[config.mk]
export PLATFORM = sky130hd
export DESIGN_NAME = carrier_generator_nphase
export DESIGN_NICKNAME = d
export VERILOG_FILES = /design/src/rtl/carrier_generator_nphase.sv
export SDC_FILE = /design/constraint.sdc
export NUM_CORES = 1
export LEC_CHECK = 0
export BUFFER_PORTS_ARGS = -buffer_cell sky130_fd_sc_hd__buf_2
export CAP_MARGIN = 20
export CORE_MARGIN = 2
export CORE_UTILIZATION = 65
export CTS_CLUSTER_DIAMETER = 100
export CTS_CLUSTER_SIZE = 16
export DETAILED_ROUTE_END_ITERATION = 8
export PLACE_DENSITY = 0.89
export SETUP_SLACK_MARGIN = 0.05
export SYNTH_ARGS = -nofsm -noshare
export SYNTH_HDL_FRONTEND = slang
export SYNTH_SLANG_ARGS = --single-unit
[constraint.sdc]
create_clock -name clk_i -period 14.5 [get_ports clk_i]
set_input_delay 1.45 -clock clk_i [delete_from_list [all_inputs] [get_ports clk_i]]
set_output_delay 1.45 -clock clk_i [all_outputs]
set_load 0.02 [all_outputs]
[src/rtl/carrier_generator_nphase.sv]
// Multi-channel triangular carrier generator with programmable peak and per-channel start phase.
// Period changes are taken only as channel 0 leaves its valley, so a carrier ramp is never cut short.
module carrier_generator_nphase #(
    parameter int Width    = 7,
    parameter int Channels = 2
) (
    input  logic                           clk_i,
    input  logic                           rst_ni,
    input  logic                           en_i,
    input  logic [Width-1:0]               period_i,
    input  logic [Channels*(Width+1)-1:0]  phase_i,
    output logic [Channels*Width-1:0]      count_o,
    output logic [Channels-1:0]            peak_o,
    output logic [Channels-1:0]            valley_o,
    output logic                           trigger_o,
    output logic                           running_o
);

    typedef enum logic [0:0] {
        IDLE = 1'b0,
        RUN  = 1'b1
    } state_e;

    state_e                              state_r;
    state_e                              state_next_s;
    logic [Width-1:0]                    pa_r;
    logic [Width-1:0]                    pa_next_s;
    logic [Width-1:0]                    period_sat_s;
    logic                                pa_load_s;
    logic [Channels-1:0][Width-1:0]      count_r;
    logic [Channels-1:0]                 dir_down_r;
    logic [Channels-1:0][Width:0]        ch_next_s;
    logic [Channels-1:0]                 peak_next_s;
    logic [Channels-1:0]                 valley_next_s;
    logic [Channels-1:0]                 peak_r;
    logic [Channels-1:0]                 valley_r;
    logic                                trigger_r;

    // Start position -> {direction_down, count}; positions past one full period fold to 0.
    function automatic logic [Width:0] phase_load(input logic [Width:0] pos, input logic [Width-1:0] pa);
        logic [Width:0] two_pa;
        logic [Width:0] pos_eff;
        logic [Width:0] mirror;
        two_pa  = {pa, 1'b0};
        pos_eff = (pos >= two_pa) ? {(Width+1){1'b0}} : pos;
        mirror  = two_pa - pos_eff;
        if (pos_eff <= {1'b0, pa}) begin
            phase_load = {1'b0, pos_eff[Width-1:0]};
        end else begin
            phase_load = {1'b1, mirror[Width-1:0]};
        end
    endfunction

    // One triangle step; direction comes from the current count so an overshoot walks back down.
    function automatic logic [Width:0] carrier_step(input logic dir_down, input logic [Width-1:0] cnt,
                                                    input logic [Width-1:0] pa);
        if (!dir_down) begin
            if (cnt < pa) begin
                carrier_step = {1'b0, cnt + Width'(1'b1)};
            end else begin
                carrier_step = {1'b1, cnt - Width'(1'b1)};
            end
        end else begin
            if (cnt > {Width{1'b0}}) begin
                carrier_step = {1'b1, cnt - Width'(1'b1)};
            end else begin
                carrier_step = {1'b0, cnt + Width'(1'b1)};
            end
        end
    endfunction

    // State register.
    always_ff @(posedge clk_i or negedge rst_ni) begin
        if (!rst_ni) begin
            state_r <= IDLE;
        end else begin
            state_r <= state_next_s;
        end
    end

    // Next-state logic: enable alone selects RUN or IDLE.
    always_comb begin
        state_next_s = state_r;
        case (state_r)
            IDLE:    state_next_s = en_i ? RUN : IDLE;
            RUN:     state_next_s = en_i ? RUN : IDLE;
            default: state_next_s = IDLE;
        endcase
    end

    // Next carrier values and flags, computed from the period that will be active after the edge.
    always_comb begin
        ch_next_s     = {(Channels*(Width+1)){1'b0}};
        peak_next_s   = {Channels{1'b0}};
        valley_next_s = {Channels{1'b0}};
        period_sat_s  = (period_i == {Width{1'b0}}) ? Width'(1'b1) : period_i;
        pa_load_s     = (state_r != RUN) || !en_i ||
                        ((count_r[0] == {Width{1'b0}}) && dir_down_r[0]);
        pa_next_s     = pa_load_s ? period_sat_s : pa_r;
        for (int k = 0; k < Channels; k++) begin
            if (state_next_s != RUN) begin
                ch_next_s[k] = {(Width+1){1'b0}};
            end else if (state_r != RUN) begin
                ch_next_s[k] = phase_load(phase_i[k*(Width+1) +: (Width+1)], pa_next_s);
            end else begin
                ch_next_s[k] = carrier_step(dir_down_r[k], count_r[k], pa_next_s);
            end
            peak_next_s[k]   = (state_next_s == RUN) && (ch_next_s[k][Width-1:0] == pa_next_s);
            valley_next_s[k] = (state_next_s == RUN) && (ch_next_s[k][Width-1:0] == {Width{1'b0}});
        end
    end

    // Datapath and output registers.
    always_ff @(posedge clk_i or negedge rst_ni) begin
        if (!rst_ni) begin
            pa_r       <= Width'(1'b1);
            count_r    <= {(Channels*Width){1'b0}};
            dir_down_r <= {Channels{1'b0}};
            peak_r     <= {Channels{1'b0}};
            valley_r   <= {Channels{1'b0}};
            trigger_r  <= 1'b0;
        end else begin
            pa_r <= pa_next_s;
            for (int k = 0; k < Channels; k++) begin
                count_r[k]    <= ch_next_s[k][Width-1:0];
                dir_down_r[k] <= ch_next_s[k][Width];
            end
            peak_r    <= peak_next_s;
            valley_r  <= valley_next_s;
            trigger_r <= peak_next_s[0] | valley_next_s[0];
        end
    end

    assign count_o   = count_r;
    assign peak_o    = peak_r;
    assign valley_o  = valley_r;
    assign trigger_o = trigger_r;
    assign running_o = (state_r == RUN);

endmodule
==> results of run 1 <==
-- worst min-delay path: stages, from the launching register on --
cell and delay [ns]:
dfrtp_1 0.35, nand2_1 0.06, nand2_1 0.08
-- power breakdown --
| group | switching, mW | internal [mW] |
|---|---|---|
| Sequential | 0.0384 | 0.0971 |
| Clock | 0.0358 | 0.0331 |
| Combinational | 0.239 | 0.166 |
| Total | 0.313 | 0.296 |
-- sequential cells by signal, indices dropped and copies added, names as in the netlist --
signal      cells
count_o        14
pa_r            7
dir_down_r      2
peak_o          2
valley_o        2
running_o       1
trigger_o       1
-- metal layers --
layer  global-route usage [%]  vias up  wire length, um
met5                        0        -                0
li1                         -     1860                -
met2                    58.28      256             5302
met4                    11.50        0              349
met1                    44.98     1919             4551
met3                    8.352       46             1422
-- placed cells by master (no fill, tap or decap), types with 5 or more instances in the layout --
cell type,instances
dfrtp_1,28
ha_1,42
nand3_1,22
nor4_1,6
clkbuf_8,5
nand2_1,43
mux2i_1,12
xor2_1,10
nand2b_1,7
and2_1,11
xnor2_1,28
nor2_1,21
and3_1,12
nor2b_1,7
nor3_1,9
a21o_1,7
a31oi_1,10
inv_1,39
a21oi_1,23
o21a_1,8
o21ai_0,17
buf_2,45
a211oi_1,7
-- worst min path at each step --
stage | to | slack (ns) | cells after the start | startpoint
final | pa_r[6] | 0.53 | 2 | pa_r[6]
after global placement | pa_r[6] | 0.46 | 2 | pa_r[6]
after floorplan | pa_r[6] | 0.43 | 2 | pa_r[6]
after global routing | pa_r[6] | 0.56 | 2 | pa_r[6]
after CTS | pa_r[6] | 0.51 | 2 | pa_r[6]
after detailed placement | pa_r[6] | 0.49 | 2 | pa_r[6]
-- cells by family after synthesis --
logic type,after synthesis,synth area share [%]
AOI/OAI and AO/OA,130,25.29
muxes,14,3.635
DFF,29,18.53
buffers and inverters,62,6.345
adders and majority gates,45,14.70
and+or+nand+nor,167,23.02
xor gates and xnor gates,38,8.482
-- cell type report --
class | count | area [um2]
multi-input combinational | 394 | 2948
fill | 489 | 1640
sequential | 29 | 726.9
timing repair buffer | 47 | 240.2
inverter | 40 | 150.1
tap | 75 | 93.84
clock buffer | 5 | 68.82
clock inverter | 3 | 17.52
==> summary.txt, run 1 <==
Global route
  • Pin count of the biggest net entering global routing: 30
  • Number of global-route vias before repair: approximately 3.7k
  • Total grt overflow: 0
  • Initial antenna violation count: 0
  • GR Util All Layers: a little over a third
  • Global-route wire length before repair: 17970 um

Setup path
  • CP Class: in2reg
  • Reg2reg end: peak_o[0]
  • Worst Path Max Fanout: 15
  • Critical path capture point type: flop
  • R2R setup slack: between 7 and 8 ns
  • Setup crit end: peak_o[0]
  • Crit path buf inv count: 4
  • Critical path startpoint category: primary input
  • Critical Path RT: 14.67 ns
  • Register-to-Register Path Depth: 24
  • FF-to-FF Start: count_o[0]
  • Cell family with most CP delay: compound AO/OA/AOI/OAI gates
  • Critical path depth: 25
  • Cell mode on critical path: inv_1
  • CP startpoint: en_i
  • Critical-path top delay cell: a21oi_1
  • Crit path largest cell delay: 0.68 ns
  • Crit path DAT: about 8 ns

Drt
  • Final ANT Viol Nets: 0
  • Pre-antenna DRT Iters: 5
  • DRT iter0 DRCs: ~540
  • Routed WL per cell: about 20 um
  • Vias/cell: 6.882
  • # DRC: 0
  • Total Wirelength: between 10000 and 15000 um
  • DR vias: between 4k and 5k

STA
  • Post-route setup TNS: 0 ns
  • Slew headroom: between 30% and 40%
  • Highest Clock Rate: ~130 MHz
  • Final hold vios: 0
  • Fin Hold WS: roughly 0.53 ns
  • Worst Tran Pin Value: 0.8934 ns
  • Max-slew violations: 0
  • Clock skew: between 0.008 and 0.009 ns
  • Worst Slack Setup Final: between 6 and 7 ns
  • Fin crit period: 7.851 ns
  • Endpoints failing setup: 0
  • Tcrit/Tclk final: a little over half
  • RSZ-0062 raised after global routing: no

Pwr
  • Maximum vdd drop: 0.08550 mV
  • Pwr per Cell Area: about 140 nW/um2
  • LEAKAGE: slightly above 2 nW
  • Power Total: 609.5 uW

Floorplanning
  • Initial cell density of the core: 66.67%
  • Top Ports: 46
  • Cell Rows: 28
  • Die area: roughly 6700 um2
  • Chip width: ~82 um
  • Core Region: between 5000 and 6000 um2
  • Die H: between 80 and 90 um

Synth
  • Top cell type by total area after synthesis: dfrtp_1
  • Most common cell in the netlist: nand2_1
  • Post-synth EDFFs: 0
  • Top post-synthesis cells by count: 43 x nand2_1, 42 x ha_1, 39 x inv_1
  • Syn Area/Cell: slightly above 8 um2
  • Cell count after synthesis: around 490
  • Top cells by area, synth: dfrtp_1 18%, ha_1 13%, xnor2_1 6.3%
  • Async set-reset flop share out of synthesis: 100.0%
  • Mapped Area: ~3900 um2
  • Top cell type's share of synthesized area: between 10% and 20%
  • Synth warnings: 0
  • Main synth FF type: dfrtp_1
  • Unique masters post-synth: just over 80
  • Yosys reg bits: 29
  • Sequential share of the synthesized area: a little under a fifth
  • Post-Syn Nets: roughly 560

Clocking
  • Buffer count from post-CTS setup fixing: 0
  • Post_cts resized: 0
  • Num Clock Sinks: 29
  • Root buf cell: clkbuf_8
  • Number of buffers created by CTS: 5
  • CTS tree: done
  • Clk_lat worst skew: 0.30 ns
  • Clock-pin slew on the worst setup and hold paths: 0.06 ns
  • Clock Path Buffers: 2
  • CTS Hold Bufs: 0
  • H-tree levels: 2

Finish
  • Area growth syn-to-layout: 8.195%
  • Share of layout cells above drive strength 1: 15.06%
  • Nets: 587
  • Post-route cell area: roughly 4200 um2
  • Post-layout util: 72.13%
  • Number of diodes: 0
  • Final Non-Filler Cells: slightly below 600

Place
  • I/O Buffers: 45
  • Dpl cells: just under 600
  • Place WS: approximately 6.5 ns
  • HPWL Detailed: about 8900 um
  • Routability cong.: approximately 0.93
  • Placed Area: approximately 4200 um2

Run status
  • Status: complete, no violations

Worst hold path
  • Worst Hold Class: reg2reg

Flow run
  • Max cap viols: 0
Note: power is estimated with default switching activity, not from simulation.
==> run 2, diff against run 1 <==
Settings changed: ABC_AREA from default to 1, CORE_UTILIZATION 65 to 61, PLACE_DENSITY 0.89 to 0.84.
Clock period 14.5 ns to 8 ns, I/O delays scaled along.
==> summary.txt, run 2 <==
Setup path
  • Critical path startpoint category: primary input (unchanged)
  • R2R setup slack: 1.86 ns (was 7.22 ns)
  • Cell mode on critical path: nand2_1 (was inv_1)
  • Reg2reg end: valley_o[1] (was peak_o[0])
  • Critical Path RT: 8.20 ns (was 14.67 ns)
  • CP Class: in2reg (unchanged)
  • Crit path largest cell delay: 0.67 ns (was 0.68 ns)
  • Critical-path top delay cell: o21ai_0 (was a21oi_1)
  • FF-to-FF Start: count_o[0] (unchanged)
  • Critical path capture point type: flop (unchanged)
  • Worst Path Max Fanout: 15 (unchanged)
  • Crit path DAT: 6.35 ns (was 8.03 ns)
  • Register-to-Register Path Depth: 36 (was 24)

Flow run
  • Max cap viols: 0 (unchanged)

Synth
  • Syn Area/Cell: 6.399 um2 (was 8.090 um2)
  • Yosys reg bits: 29 (unchanged)
  • Cell count after synthesis: 639 (was 485)
  • Most common cell in the netlist: nand2_1 (unchanged)
  • Unique masters post-synth: 44 (was 82)
  • Main synth FF type: dfrtp_1 (unchanged)
  • Post-Syn Nets: 709 (was 555)
  • Top cells by area, synth: dfrtp_1 17%, nand2_1 15%, ha_1 13% (was dfrtp_1 18%, ha_1 13%, xnor2_1 6.3%)
  • Top cell type's share of synthesized area: 17.14% (was 17.86%)
  • Async set-reset flop share out of synthesis: 100.0% (unchanged)
  • Post-synth EDFFs: 0 (unchanged)
  • Top cell type by total area after synthesis: dfrtp_1 (unchanged)
  • Synth warnings: 0 (unchanged)
  • Top post-synthesis cells by count: 159 x nand2_1, 123 x inv_1, 80 x nand3_1 (was 43 x nand2_1, 42 x ha_1, 39 x inv_1)
  • Mapped Area: 4089 um2 (was 3924 um2)
  • Sequential share of the synthesized area: 17.78% (was 18.53%)

Place
  • Place WS: 1.714 ns (was 6.544 ns)
  • HPWL Detailed: 9819 um (was 8874 um)
  • I/O Buffers: 45 (unchanged)
  • Routability cong.: 0.9923 (was 0.9264)

STA
  • Endpoints failing setup: 0 (unchanged)
  • Clock skew: 0.01236 ns (was 0.008376 ns)
  • Worst Tran Pin Value: 0.7998 ns (was 0.8934 ns)
  • Post-route setup TNS: 0 ns (unchanged)
  • RSZ-0062 raised after global routing: no (unchanged)
  • Fin crit period: roughly 6.2 ns
  • Tcrit/Tclk final: 76.92%
  • Slew headroom: 46.11% (was 39.93%)
  • Max-slew violations: 0 (unchanged)
  • Worst Slack Setup Final: 1.846 ns (was 6.649 ns)
  • Final hold vios: 0 (unchanged)
  • Highest Clock Rate: approximately 160 MHz
  • Fin Hold WS: 0.5584 ns (was 0.5314 ns)

Global route
  • Total grt overflow: 0 (unchanged)
  • Initial antenna violation count: 0 (unchanged)
  • Global-route wire length before repair: 20550 um (was 17970 um)
  • GR Util All Layers: 35.77% (was 35.16%)
  • Pin count of the biggest net entering global routing: 30 (unchanged)
  • Number of global-route vias before repair: 4182 (was 3668)

Pwr
  • Pwr per Cell Area: 231.1 nW/um2 (was 143.6 nW/um2)
  • Maximum vdd drop: 0.08856 mV (was 0.08550 mV)
  • LEAKAGE: 2.713 nW (was 2.010 nW)

Floorplanning
  • Cell Rows: 29 (was 28)
  • Chip width: 85.87 um (was 81.70 um)
  • Die H: 85.87 um (was 81.70 um)
  • Die area: 7374 um2 (was 6674 um2)
  • Top Ports: 46 (unchanged)
  • Core Region: 6422 um2 (was 5886 um2)
  • Initial cell density of the core: 63.67% (was 66.67%)

Drt
  • Final ANT Viol Nets: 0 (unchanged)
  • DRT iter0 DRCs: 376 (was 544)
  • Total Wirelength: 12430 um (was 11620 um)
  • Routed WL per cell: 16.40 um (was 19.60 um)
  • DR vias: 4342 (was 4081)
  • Pre-antenna DRT Iters: 8 (was 5)
  • # DRC: 4 (was 0)
  • Vias/cell: 5.728 (was 6.882)

Clocking
  • Clock Path Buffers: 2 (unchanged)
  • Root buf cell: clkbuf_8 (unchanged)
  • H-tree levels: 2 (unchanged)
  • Number of buffers created by CTS: 5 (unchanged)
  • Post_cts resized: 0 (unchanged)
  • CTS Hold Bufs: 0 (unchanged)
  • Buffer count from post-CTS setup fixing: 0 (unchanged)
  • CTS tree: done (unchanged)
  • Num Clock Sinks: 29 (unchanged)
  • Clk_lat worst skew: 0.28 ns (was 0.30 ns)
  • Clock-pin slew on the worst setup and hold paths: 0.07 ns (was 0.06 ns)

Run status
  • Failing checks: DRC
  • Status: complete, but fails checks (was complete, no violations)

Worst hold path
  • Worst Hold Class: in2async (was reg2reg)

Finish
  • Largest register FFs: 14 (unchanged)
  • Nets: 750 (was 587)
  • Most frequent cells in the layout: 159 x nand2_1, 123 x inv_1, 80 x nand3_1 (was 45 x buf_2, 43 x nand2_1, 42 x ha_1)
  • Share of layout cells above drive strength 1: 14.24% (was 15.06%)
  • Number of fill cells: 632 (was 489)
  • Number of diodes: 0 (unchanged)
  • Area growth syn-to-layout: 8.904% (was 8.195%)
  • Most common cell after layout, fill and taps aside: nand2_1 (was buf_2)
[run 2: cell types whose count changed in the layout (fill, tap and decap cells not counted), sizes merged, moves of 8 or more]
cell,delta
nand2,+136
inv,+86
nand3,+64
xnor2,-24
nor2,+17
and2,-13
and3,-12
mux2i,-12
o21ai,+12
xor2,+12
a31oi,-10
nand4,+8
o21a,-8
[run 2: worst max path at each step]
stage	startpoint	endpoint	slack, ns
after detailed placement	en_i	valley_o[1]	1.71
final	en_i	valley_o[1]	1.85
after global placement	en_i	peak_o[1]	1.92
after floorplan	en_i	trigger_o	2.97
after CTS	en_i	valley_o[1]	2.01
after global routing	en_i	valley_o[1]	1.39
[run 2: where the power goes]
part / internal, mW / total [mW] / switching [mW] / leakage (nW)
registers: 0.174 / 0.226 / 0.0516 / 0.369
clock network: 0.101 / 0.160 / 0.0585 / 0.0574
logic: 0.216 / 0.644 / 0.428 / 2.29
total: 0.491 / 1.03 / 0.538 / 2.71
[run 2: layout make-up]
class	count	area [um2]	area share, %
multi-input cells	470	2796	62.80
flip-flops and latches	29	726.9	16.32
inverters	129	488.0	10.96
repair buffers	45	225.2	5.058
well taps	77	96.34	2.164
clock buffers	6	82.58	1.854
clock inverters	2	37.54	0.8429
[run 2: kinds of logic after synthesis]
group	count (synthesis)	share of synthesized area, %
AO/OA/AOI/OAI	72	11.05
XOR/XNOR	26	5.569
adder cells (fa/ha/maj)	44	13.83
buffers and inverters	140	13.83
flip-flops	29	17.78
AND/OR/NAND/NOR	328	37.94
[run 2: routing by layer]
layer  track usage (%)  part of all wire (%)  up-vias
met5                 0                     0        -
met4             15.15                   4.2        0
met3             5.390                   7.0       43
met2             58.42                    46      180
met1             47.11                    43     1997
li1                  -                     -     2122
[run 2: worst max-delay path: cells and delay by family]
kind                     cells  cell delay, ns
AND/OR/NAND/NOR             19            2.19
buffers and inverters        6            1.15
adder cells (fa/ha/maj)      2            0.63
AO/OA/AOI/OAI                7            1.55
[run 2: metrics by stage]
step / std cells / instance area, um2 / total power, mW / utilization [%]
5_1_grt: 758 / 4453 / 1.121 / 69.34
3_3_place_gp: 750 / 4333 / 0.8441 / 67.47
4_1_cts: 758 / 4453 / 1.019 / 69.34
2_1_floorplan: 639 / 4089 / 0.6976 / -
3_5_place_dp: 750 / 4333 / 0.8542 / 67.47
6_report: 758 / 4453 / 1.029 / 69.34
==> run 3, diff against run 2 <==
Clock period 8 ns to 6.25 ns, I/O delays scaled along.
==> summary.txt, run 3 (same netlist as run 2, synthesis figures left out) <==
Run status
  • Status: complete, but fails checks (unchanged)
  • Failing checks: DRC (unchanged)

STA
  • Fin Hold WS: 0.3649 ns (was 0.5584 ns)
  • Endpoints failing setup: 0 (unchanged)
  • RSZ-0062 raised after global routing: no (unchanged)
  • Tcrit/Tclk final: 88.54%
  • Highest Clock Rate: between 150 and 200 MHz
  • Worst Tran Pin Value: 0.6592 ns (was 0.7998 ns)
  • Slew headroom: 56.05% (was 46.11%)
  • Clock skew: 0.01270 ns (was 0.01236 ns)
  • Fin crit period: ~5.5 ns
  • Final hold vios: 0 (unchanged)
  • Post-route setup TNS: 0 ns (unchanged)
  • Max-slew violations: 0 (unchanged)
  • Worst Slack Setup Final: 0.7163 ns (was 1.846 ns)

Finish
  • Number of fill cells: 600 (was 632)
  • Most frequent cells in the layout: 159 x nand2_1, 122 x inv_1, 80 x nand3_1 (was 159 x nand2_1, 123 x inv_1, 80 x nand3_1)
  • Area growth syn-to-layout: 9.241% (was 8.904%)
  • Share of layout cells above drive strength 1: 14.79% (was 14.24%)
  • Nets: 752 (was 750)
  • Number of diodes: 0 (unchanged)
  • Largest register FFs: 14 (unchanged)
  • Most common cell after layout, fill and taps aside: nand2_1 (unchanged)

Floorplanning
  • Chip width: 85.87 um (unchanged)
  • Initial cell density of the core: 63.67% (unchanged)
  • Top Ports: 46 (unchanged)
  • Die H: 85.87 um (unchanged)
  • Core Region: 6422 um2 (unchanged)
  • Cell Rows: 29 (unchanged)
  • Die area: 7374 um2 (unchanged)

Place
  • Place WS: 0.2966 ns (was 1.714 ns)
  • Routability cong.: 1.041 (was 0.9923)
  • HPWL Detailed: 10020 um (was 9819 um)
  • I/O Buffers: 45 (unchanged)

Setup path
  • Critical path startpoint category: flop (was primary input)
  • Critical path capture point type: flop (unchanged)
  • Critical Path RT: 6.47 ns (was 8.20 ns)
  • Cell mode on critical path: nand2_1 (unchanged)
  • Crit path DAT: 5.75 ns (was 6.35 ns)
  • CP Class: reg2reg (was in2reg)
  • Crit path largest cell delay: 0.47 ns (was 0.67 ns)
  • Worst Path Max Fanout: 15 (unchanged)
  • Critical-path top delay cell: dfrtp_1 (was o21ai_0)

Pwr
  • LEAKAGE: 2.720 nW (was 2.713 nW)
  • Sequential power share: 21.7% (was 21.9%)
  • Internal: 620.0 uW (was 491.5 uW)
  • Clock power frac: 15.2% (was 15.5%)
  • Combinational share of power: 63.1% (was 62.6%)
  • Sw Pwr: 696.3 uW (was 537.8 uW)
  • Sw Share: 52.90% (was 52.25%)
  • Maximum vdd drop: 0.1124 mV (was 0.08856 mV)
  • Pwr per Cell Area: 294.7 nW/um2 (was 231.1 nW/um2)

Clocking
  • Root buf cell: clkbuf_8 (unchanged)
  • Clock Path Buffers: 2 (unchanged)
  • CTS Hold Bufs: 0 (unchanged)
  • Num Clock Sinks: 29 (unchanged)
  • Buffer count from post-CTS setup fixing: 0 (unchanged)
  • Number of buffers created by CTS: 5 (unchanged)
  • Clk_lat worst skew: 0.29 ns (was 0.28 ns)
  • CTS tree: done (unchanged)
  • H-tree levels: 2 (unchanged)
  • Clock-pin slew on the worst setup and hold paths: 0.07 ns (about the same)

Drt
  • Pre-antenna DRT Iters: 9 (was 8)
  • DRT iter0 DRCs: 385 (was 376)
  • Routed WL per cell: 16.78 um (was 16.40 um)
  • Final ANT Viol Nets: 0 (unchanged)
  • # DRC: 4 (unchanged)
  • Total Wirelength: 12750 um (was 12430 um)
  • Vias/cell: 5.780 (was 5.728)
  • DR vias: 4393 (was 4342)

Global route
  • Global-route wire length before repair: 20180 um (was 20550 um)
  • Pin count of the biggest net entering global routing: 30 (unchanged)
  • Total grt overflow: 0 (unchanged)
  • Initial antenna violation count: 0 (unchanged)
  • GR Util All Layers: 35.12% (was 35.77%)
  • Number of global-route vias before repair: 4176 (was 4182)

Flow run
  • Max cap viols: 0 (unchanged)

Worst hold path
  • Worst Hold Class: in2async (unchanged)
==> run 3: changes by cell type in the layout (fill, tap and decap cells not counted) <==
cell,delta
inv_1,-1
buf_4,+2
clkinv_4,+1
o21ai_2,+1
o21ai_0,-1
inv_2,+1
clkbuf_8,-1
==> run 3: final cells by class <==
| cell class | count | area, um2 | area share [%] |
|---|---|---|---|
| Clock inverter | 3 | 46.29 | 1.036 |
| Tap cell | 77 | 96.34 | 2.157 |
| Clock buffer | 5 | 68.82 | 1.541 |
| Inverter | 129 | 488.0 | 10.92 |
| Timing Repair Buffer | 47 | 240.2 | 5.378 |
| Multi-Input combinational cell | 470 | 2800 | 62.69 |
| Sequential cell | 29 | 726.9 | 16.27 |
==> run 3: path summary, 6_finish.rpt <==
| path | slack (ns) | end | startpoint | depth (start not counted) |
|---|---|---|---|---|
| setup / recovery | 0.72 | trigger_o | count_o[0] | 39 |
| hold / removal | 0.36 | pa_r[2] | rst_ni | 1 |
| setup reg to reg | 0.72 | trigger_o | count_o[0] | 39 |
| min in group clk_i | 0.57 | running_o | en_i | 1 |
| max in group asynchronous | 5.45 | peak_o[0] | rst_ni | 1 |
| hold reg to reg | 0.65 | count_o[0] | count_o[0] | 1 |
==> run 3: timing repair <==
item | in CTS | in global routing
resized for setup | 0 | 3
setup endpoints to repair | 0 | 7
hold endpoints to repair | 0 | 0
==> run 3: power by group through the flow <==
stage | clock [mW] | sequential (mW) | combinational, mW
after floorplan | 0 | 0.289 | 0.603
after global placement | 0 | 0.285 | 0.788
after detailed placement | 0 | 0.287 | 0.807
after CTS | 0.198 | 0.284 | 0.813
after global routing | 0.205 | 0.291 | 0.917
final | 0.200 | 0.286 | 0.831
==> run 3: layer usage <==
layer / global-route usage (%) / share of wire (%) / up-vias
met4: 14.72 / 3.3 / 0
met2: 59.27 / 46 / 232
li1: - / - / 2124
met5: 0 / 0 / -
met3: 4.235 / 9.0 / 43
met1: 45.28 / 41 / 1994
==> run 3: through the flow <==
step | area (um2) | power [mW] | utilization, % | instances
detailed placement | 4348 | 1.094 | 67.70 | 752
floorplan | 4089 | 0.8929 | - | 639
global placement | 4348 | 1.073 | 67.70 | 752
global route | 4467 | 1.414 | 69.55 | 760
finish | 4467 | 1.316 | 69.55 | 760
CTS | 4463 | 1.294 | 69.49 | 760
==> run 3: worst max-delay path: cells and delay by family, from the launching register on <==
family / cells / cell delay (ns)
flip-flops: 1 / 0.47
buffers and inverters: 8 / 0.81
adder cells (fa/ha/maj): 3 / 0.74
AND/OR/NAND/NOR: 20 / 2.22
AO/OA/AOI/OAI: 8 / 1.22
